### src/rtl/s32x_vdp_bus_master_pkg.sv
// s32x_vdp_bus_master_pkg: shared types and constants for the 32X VDP host-port bus master.
package s32x_vdp_bus_master_pkg;

  typedef enum logic [1:0] {
    VDPM_SPACE_REG  = 2'd0,
    VDPM_SPACE_PAL  = 2'd1,
    VDPM_SPACE_DRAM = 2'd2,
    VDPM_SPACE_ILL  = 2'd3
  } VDPM_SPACE_t;

  typedef enum logic [2:0] {
    VDPM_IDLE,
    VDPM_SETUP,
    VDPM_STROBE,
    VDPM_RELEASE,
    VDPM_END
  } VDPM_STATE_t;

  localparam int unsigned VDPM_TIMEOUT_DEF = 1023;

  // Requests that must never reach the VDP: the illegal space, writes with no
  // byte lanes, and palette writes that are not full words.
  function automatic logic vdpm_reject(input VDPM_SPACE_t sp, input logic we,
                                       input logic [1:0] be);
    return (sp == VDPM_SPACE_ILL) ||
           (we && (be == 2'b00)) ||
           (we && (sp == VDPM_SPACE_PAL) && (be != 2'b11));
  endfunction

endpackage

### src/rtl/s32x_vdp_bus_master.sv
// s32x_vdp_bus_master: turns one CPU-side request into a full VDP host-port
// strobe/acknowledge cycle and captures read data.
// Optional feature: define S32X_VDPM_TIMEOUT_EN to bound each wait on ACK_N
// to TIMEOUT_CYCLES clocks; otherwise the master waits indefinitely.
module s32x_vdp_bus_master
  import s32x_vdp_bus_master_pkg::*;
#(
  parameter int unsigned TIMEOUT_CYCLES = VDPM_TIMEOUT_DEF
) (
  input  logic        CLK,
  input  logic        RST,
  input  logic        REQ,
  input  logic [1:0]  SPACE,
  input  logic        WE,
  input  logic [1:0]  BE,
  input  logic [16:0] ADDR,
  input  logic [15:0] WDATA,
  output logic [15:0] RDATA,
  output logic        BUSY,
  output logic        DONE,
  output logic        ERR,
  output logic [16:0] A,
  output logic [15:0] DO,
  input  logic [15:0] DI,
  output logic        RD_N,
  output logic        LWR_N,
  output logic        UWR_N,
  output logic        REG_CS_N,
  output logic        PAL_CS_N,
  output logic        DRAM_CS_N,
  input  logic        ACK_N
);

  VDPM_STATE_t state_q, state_d;
  VDPM_SPACE_t space_in;
  logic        we_q, we_d;
  logic [1:0]  be_q, be_d;
  logic        err_flag_q, err_flag_d;
  logic [16:0] a_d;
  logic [15:0] do_d, rdata_d;
  logic        rd_n_d, lwr_n_d, uwr_n_d;
  logic        reg_cs_n_d, pal_cs_n_d, dram_cs_n_d;
  logic        busy_d, done_d, err_d;
  logic        tmo;

  assign space_in = VDPM_SPACE_t'(SPACE);

`ifdef S32X_VDPM_TIMEOUT_EN
  logic [9:0] tmo_cnt_q;

  // Wait-cycle counter, restarted on every state change so STROBE and RELEASE each get a full budget.
  always_ff @(posedge CLK or posedge RST) begin
    if (RST)
      tmo_cnt_q <= '0;
    else if (state_d != state_q)
      tmo_cnt_q <= '0;
    else if (state_q == VDPM_STROBE || state_q == VDPM_RELEASE)
      tmo_cnt_q <= tmo_cnt_q + 10'd1;
  end

  assign tmo = (state_q == VDPM_STROBE || state_q == VDPM_RELEASE) &&
               (tmo_cnt_q == 10'(TIMEOUT_CYCLES - 1));
`else
  // Unbounded waits: the timeout never fires; the parameter only matters when the counter is built.
  assign tmo = 1'b0 & (TIMEOUT_CYCLES != 0);
`endif

  // State register and all bus-facing outputs; reset parks the bus with every strobe and select high.
  always_ff @(posedge CLK or posedge RST) begin
    if (RST) begin
      state_q    <= VDPM_IDLE;
      we_q       <= 1'b0;
      be_q       <= '0;
      err_flag_q <= 1'b0;
      A          <= '0;
      DO         <= '0;
      RDATA      <= '0;
      RD_N       <= 1'b1;
      LWR_N      <= 1'b1;
      UWR_N      <= 1'b1;
      REG_CS_N   <= 1'b1;
      PAL_CS_N   <= 1'b1;
      DRAM_CS_N  <= 1'b1;
      BUSY       <= 1'b0;
      DONE       <= 1'b0;
      ERR        <= 1'b0;
    end else begin
      state_q    <= state_d;
      we_q       <= we_d;
      be_q       <= be_d;
      err_flag_q <= err_flag_d;
      A          <= a_d;
      DO         <= do_d;
      RDATA      <= rdata_d;
      RD_N       <= rd_n_d;
      LWR_N      <= lwr_n_d;
      UWR_N      <= uwr_n_d;
      REG_CS_N   <= reg_cs_n_d;
      PAL_CS_N   <= pal_cs_n_d;
      DRAM_CS_N  <= dram_cs_n_d;
      BUSY       <= busy_d;
      DONE       <= done_d;
      ERR        <= err_d;
    end
  end

  // Next-state and next-output decode for the IDLE/SETUP/STROBE/RELEASE/END sequence.
  always_comb begin
    state_d     = state_q;
    we_d        = we_q;
    be_d        = be_q;
    err_flag_d  = err_flag_q;
    a_d         = A;
    do_d        = DO;
    rdata_d     = RDATA;
    rd_n_d      = RD_N;
    lwr_n_d     = LWR_N;
    uwr_n_d     = UWR_N;
    reg_cs_n_d  = REG_CS_N;
    pal_cs_n_d  = PAL_CS_N;
    dram_cs_n_d = DRAM_CS_N;
    busy_d      = BUSY;
    done_d      = 1'b0;
    err_d       = 1'b0;

    unique case (state_q)
      VDPM_IDLE: begin
        if (REQ) begin
          we_d       = WE;
          be_d       = BE;
          busy_d     = 1'b1;
          err_flag_d = 1'b0;
          if (vdpm_reject(space_in, WE, BE)) begin
            state_d = VDPM_END;
            done_d  = 1'b1;
            err_d   = 1'b1;
          end else begin
            a_d         = ADDR;
            do_d        = WDATA;
            reg_cs_n_d  = (space_in != VDPM_SPACE_REG);
            pal_cs_n_d  = (space_in != VDPM_SPACE_PAL);
            dram_cs_n_d = (space_in != VDPM_SPACE_DRAM);
            state_d     = VDPM_SETUP;
          end
        end
      end
      VDPM_SETUP: begin
        rd_n_d  = we_q;
        uwr_n_d = ~(we_q & be_q[1]);
        lwr_n_d = ~(we_q & be_q[0]);
        state_d = VDPM_STROBE;
      end
      VDPM_STROBE: begin
        if (!ACK_N) begin
          rd_n_d  = 1'b1;
          lwr_n_d = 1'b1;
          uwr_n_d = 1'b1;
          if (!we_q)
            rdata_d = DI;
          state_d = VDPM_RELEASE;
        end else if (tmo) begin
          rd_n_d     = 1'b1;
          lwr_n_d    = 1'b1;
          uwr_n_d    = 1'b1;
          err_flag_d = 1'b1;
          state_d    = VDPM_RELEASE;
        end
      end
      VDPM_RELEASE: begin
        // A late ACK rise on the timeout cycle still counts as a clean finish.
        if (ACK_N || tmo) begin
          reg_cs_n_d  = 1'b1;
          pal_cs_n_d  = 1'b1;
          dram_cs_n_d = 1'b1;
          done_d      = 1'b1;
          err_d       = err_flag_q | ~ACK_N;
          state_d     = VDPM_END;
        end
      end
      VDPM_END: begin
        busy_d  = 1'b0;
        state_d = VDPM_IDLE;
      end
      default: state_d = VDPM_IDLE;
    endcase
  end

endmodule

### config.mk
export PLATFORM = sky130hd
export DESIGN_NAME = s32x_vdp_bus_master
export DESIGN_NICKNAME = d
export VERILOG_FILES = /design/src/rtl/s32x_vdp_bus_master_pkg.sv /design/src/rtl/s32x_vdp_bus_master.sv
export SDC_FILE = /design/constraint.sdc
export NUM_CORES = 1
export LEC_CHECK = 0
export BUFFER_PORTS_ARGS = -buffer_cell sky130_fd_sc_hd__clkbuf_2
export CAP_MARGIN = 40
export CELL_PAD_IN_SITES_DETAIL_PLACEMENT = 1
export CELL_PAD_IN_SITES_GLOBAL_PLACEMENT = 2
export CORE_MARGIN = 5
export CORE_UTILIZATION = 32
export CTS_CLUSTER_SIZE = 12
export DETAILED_ROUTE_END_ITERATION = 8
export PLACE_DENSITY = 0.86
export SLEW_MARGIN = 20
export SYNTH_ARGS = -nofsm -noshare
export SYNTH_HDL_FRONTEND = slang
export SYNTH_SLANG_ARGS = --single-unit
### constraint.sdc
create_clock -name CLK -period 4.8 [get_ports CLK]
set_clock_uncertainty 0.2 [all_clocks]
set_input_delay 0.96 -clock CLK [delete_from_list [all_inputs] [get_ports CLK]]
set_output_delay 0.96 -clock CLK [all_outputs]
set_load 0.02 [all_outputs]
-- Yosys cells after proc, flatten, opt, wreduce, memory -nomap -nowiden
Index checks and enable logic that the tools add are counted.
- memories: 0
- register bits: 64
- memory bits (read-only): 0
- RAM bits: 0
- logic and storage cells: 80
- latch bits: 0
- output and inout bits: 58
- input port bits: 58
- $mul: 0
- eq/ne operators: 13
- add/subtract/negate cells: 0
- shifts and indexed selects: 0
- reduce and logical (&&, ||, !) cells: 18
- multiplexer cells: 27
- bitwise gates (word level): 7
- magnitude comparators: 0
- divide/modulo/power cells: 0
- operators with widths (kind ; count):
    $pmux W1 S2 ; 9
    $mux W1 ; 13
    $mux W3 ; 4
    $ne A2 B2 Y1 const B ; 6
    $pmux W3 S4 ; 1
    $reduce_and A3 Y1 ; 3
    $reduce_bool A2 Y1 ; 4
    $eq A3 B2 Y1 const B ; 2
    $reduce_and A2 Y1 ; 3
    $not A1 Y1 ; 5
    $reduce_and A4 Y1 ; 1
    $eq A3 B1 Y1 const B ; 1
    $eq A3 B3 Y1 const B ; 1
    $logic_and A1 B1 Y1 ; 3
    $logic_not A3 Y1 ; 1
    $and A1 B1 Y1 ; 2
    $eq A2 B1 Y1 const B ; 1
    $eq A2 B2 Y1 const B ; 1
    $logic_not A2 Y1 ; 1
    $logic_or A1 B1 Y1 ; 2
    $ne A2 B1 Y1 const B ; 1

-- Longest topological paths before layout
- word-level depth: 7
- depth in mapped cells: 5
- mapped depth without buffers: 4

-- Worst setup path after synthesis
OpenSTA, ideal clock, no wires.
- kind: input port to flip-flop
- from: input BE[0]
- to: register A[0]
- path buffers: 1
- arrival time: 2.120 ns
- library setup time: 0.125 ns
- path slack: 2.355 ns
- data required time: 4.475 ns
- stages on the path: 5
- path through: nor2b_1 -> o21ai_1 -> a211oi_4 -> buf_6 -> mux2_2
- cells in the longest elaborated chain, start to end: 6
- elaborated cells on any way between the ends: 8
- classes of those cells: eq/ne: 1; bitwise: 1; reduce/logical: 6
- ends and longest elaborated chain (what ; line ; source):
    start: declaration ; s32x_vdp_bus_master.sv:15 ; input logic [1:0] BE,
    $logic_not A2 Y1 ; s32x_vdp_bus_master_pkg.sv:26 ; (we && (be == 2'b00)) ||
    $logic_and A1 B1 Y1 ; s32x_vdp_bus_master_pkg.sv:26 ;
    $logic_or A1 B1 Y1 ; s32x_vdp_bus_master_pkg.sv:25 ; return (sp == VDPM_SPACE_ILL) ||
    $logic_or A1 B1 Y1 * ; s32x_vdp_bus_master_pkg.sv:26 ;
    $not A1 Y1 (no line) * ; -- ;
    $reduce_and A3 Y1 (no line) * ; -- ;
    end signal: assignment ; s32x_vdp_bus_master.sv:75 ; A <= '0;
    end signal: assignment ; s32x_vdp_bus_master.sv:92 ; A <= a_d;
    end: declaration ; s32x_vdp_bus_master.sv:22 ; output logic [16:0] A,
Every way passes the cells marked *; elsewhere a longest branch is shown, timed or not.
A chain may end at the register's enable or synchronous reset.

-- Worst setup path in the final report
- from: input SPACE[0]
- to: register A[15]
- cells in the longest elaborated chain, start to end: 6
- elaborated cells on any way between the ends: 8
- classes of those cells: eq/ne: 2; bitwise: 1; reduce/logical: 5
- ends and longest elaborated chain (what ; line ; source):
    start: declaration ; s32x_vdp_bus_master.sv:13 ; input logic [1:0] SPACE,
    $eq A2 B1 Y1 ; s32x_vdp_bus_master_pkg.sv:27 ; (we && (sp == VDPM_SPACE_PAL) && (be != 2'b11));
    $logic_and A1 B1 Y1 (2 in a row) ; s32x_vdp_bus_master_pkg.sv:27 ;
    $logic_or A1 B1 Y1 * ; s32x_vdp_bus_master_pkg.sv:26 ;
    $not A1 Y1 (no line) * ; -- ;
    $reduce_and A3 Y1 (no line) * ; -- ;
Marks and branches as above.

==> reports/results.ini <==
[run_status]
status = complete, no violations

[yosys]
synth_warnings = 0
synth_ff_type = dfrtp_1
synthXorXnorAreaFrac_pct = 0
synth_edf_count = 0
synth_top_family_by_area = multiplexers
synthAdderAreaFrac_pct = 0
synth-seq-cells = 64
avgSynthCellArea_um2 = 15.5
async_reset_ff_share_pct = 100
synthDistinctLibCells = 30
synth_nets = 221
syn_inst = 163
synthMuxAreaShare_pct = 24.9
netlist_area_mm2 = 0.00252
synth-simple-area-share_pct = 5.45
synth_compound_area_share_pct = 3.96
yosysSeqAreaShare_pct = 63.7

[timing]
fin_setup_tns_ps = 0
min_period_ps = 2390
period_share_pct = 49.9
max-slew-margin-rel_pct = 55.4
clock.fmax_ghz = 0.418
rsz0062_at_grt = no
worstMarginPinSlew_ps = 667
slew_viol_final = 0
setup_viol = 0
hold_viol = 0

[global_route]
met3_usage_pct = 5.80
grt_first_pass_wirelength_mm = 10.1
track_usage_pct = 12.9
grt_antenna_before_repair = 0
busiest_layer = met2
grt_pass1_vias = 2055
grtUsageMet1_pct = 14.4
grt_max_degree = 65
grt_overflow_total = 0
grtUsageMet2_pct = 21.7

[job]
max-cap-violations = 0

[clock_network]
worstSkewPairLatency_ps = 330
ctsHtreeMaxLevel = 3
cts_tree = yes
cts_inserted_buffers = 9
clkSlewWorstSetupHoldPaths_ps = 70
cts.sinks = 64
hold_buffers = 0
ctsRootBufferMaster = clkbuf_8
clock_path_buffers = 2
postCtsResizedCells = 0
post_cts.repair.setup_buffers = 0

[drt]
drc = 0
routed_via_density = 4.54
wl_per_cell_um = 15.1
wl_mm = 5.93
antenna_left = 0
drt_first_iter_violations = 26
firstDrtPassIters = 3
vias = 1790

[placed_design]
dp_hpwl_mm = 4.43
port_buffers = 115
dp_cells = 377
place_congestion = 0.730
place_area_mm2 = 0.00320

[power_and_ir_drop]
power.density_mw_per_mm2 = 720
p_leak_nw = 1.67
total_power_mw = 2.48
ir_drop_mv = 0.320

[worst_setup_path]
ff2ff_path_depth = 4
required_ps = 4810
r2r_slack_ps = 2590
regToRegEndpoint = A[15]$_DFFE_PP0P_
cp_slowest_cell = buf_4
crit_type = input pin to register
worstPathMaxFanout = 37
worstReg2RegStart = state_q[2]$_DFFE_PP0P_
cp-end-kind = register
path_cells = clkbuf_2 -> nor2b_1 -> o21ai_1 -> a211oi_4 -> buf_4 -> mux2_2
cpPeakStageDelay_ps = 440
cp-start-kind = input pin
crit_arrival_ps = 2400

[floorplanning]
die_width_um = 98.8
placementRows = 32
die_h_um = 98.8
die-area_mm2 = 0.00977
num_io_pins = 116
core_mm2 = 0.00769
start_util_pct = 32.8

[hold_path]
hp-start = DO[3]$_DFFE_PP0P_
hold_depth = 1
worst_hold_path.endpoint = DO[3]$_DFFE_PP0P_
hp-class = register to register

[finish]
final_common_cell = clkbuf_2
syn2layout_area_growth_pct = 36.3
layout-drive-gt1-share_pct = 67.1
post-route-cell-area_mm2 = 0.00344
final_core_util_pct = 44.8
fill_cells = 858
final_cell_mix = 115 x clkbuf_2, 58 x dfrtp_1, 52 x mux2_2, 10 x clkbuf_8, 7 x nor2_1
layout.nets = 345
antenna_cells = 0
layout.cells.non_filler = 394

-- final cells by class --
type                            instances  area [um2]  area share (%)
Clock buffer                           11         141            4.11
Clock inverter                          5        80.1            2.33
Inverter                                2        7.51           0.218
Multi-Input combinational cell         92         866            25.2
Sequential cell                        64        1610            46.7
Tap cell                              102         128            3.71
Timing Repair Buffer                  118         611            17.7
-- cells in the mapped netlist (2+ instances only) --
master / n / share of area [%]
mux2_2: 52 / 23
nor2b_1: 3 / 0.74
nand2b_1: 3 / 0.74
inv_1: 2 / 0.30
mux2_1: 2 / 0.89
o21ai_0: 2 / 0.40
nor2_1: 7 / 1.0
dfrtp_1: 58 / 57
o211ai_1: 2 / 0.59
mux2i_1: 2 / 0.79
a21oi_1: 3 / 0.59
o22ai_1: 2 / 0.50
dfstp_2: 6 / 6.2
buf_6: 3 / 1.3
-- critical path, delay by kind of cell --
kind	cells	cell delay (ps)
AND/OR/NAND/NOR	1	130
buffers and inverters	2	590
AO/OA/AOI/OAI	2	310
multiplexers	1	390
-- report_power, final --
group          switching, mW  internal (mW)
Sequential             0.149          0.815
Clock                  0.207          0.306
Combinational          0.568          0.434
Total                  0.924           1.55
-- registers in the layout, indices dropped and copies added (netlist names), 2 cells and up --
register / count
state_q: 3
be_q: 2
DO: 16
A: 17
RDATA: 16
-- metal layers --
layer	up-vias	share of wire, %
li1	828	-
met1	890	39
met2	65	51
met3	7	9.8
met4	0	1.0
met5	-	0
-- cells by family after synthesis --
kind of cell / Yosys count
AO/OA/AOI/OAI: 14
buffers and inverters: 7
flip-flops: 64
multiplexers: 56
AND/OR/NAND/NOR: 22
-- metrics by stage --
stage,hold WS (ps),setup WS (ps)
after floorplan,280,2050
after global placement,269,2110
after detailed placement,286,2050
after CTS,301,2410
after global routing,324,2340
final,293,2410
-- how the worst max path moves through the flow --
stage | start | endpoint | slack [ps] | depth (start not counted)
after CTS | SPACE[0] | A[8]$_DFFE_PP0P_ | 2410 | 6
after global routing | SPACE[0] | A[15]$_DFFE_PP0P_ | 2340 | 6
after floorplan | RST | A[0]$_DFFE_PP0P_ | 2050 | 1
final | SPACE[0] | A[15]$_DFFE_PP0P_ | 2410 | 6
after detailed placement | SPACE[0] | A[8]$_DFFE_PP0P_ | 2050 | 6
after global placement | SPACE[0] | A[13]$_DFFE_PP0P_ | 2110 | 6
(Power assumes the default switching activity.)
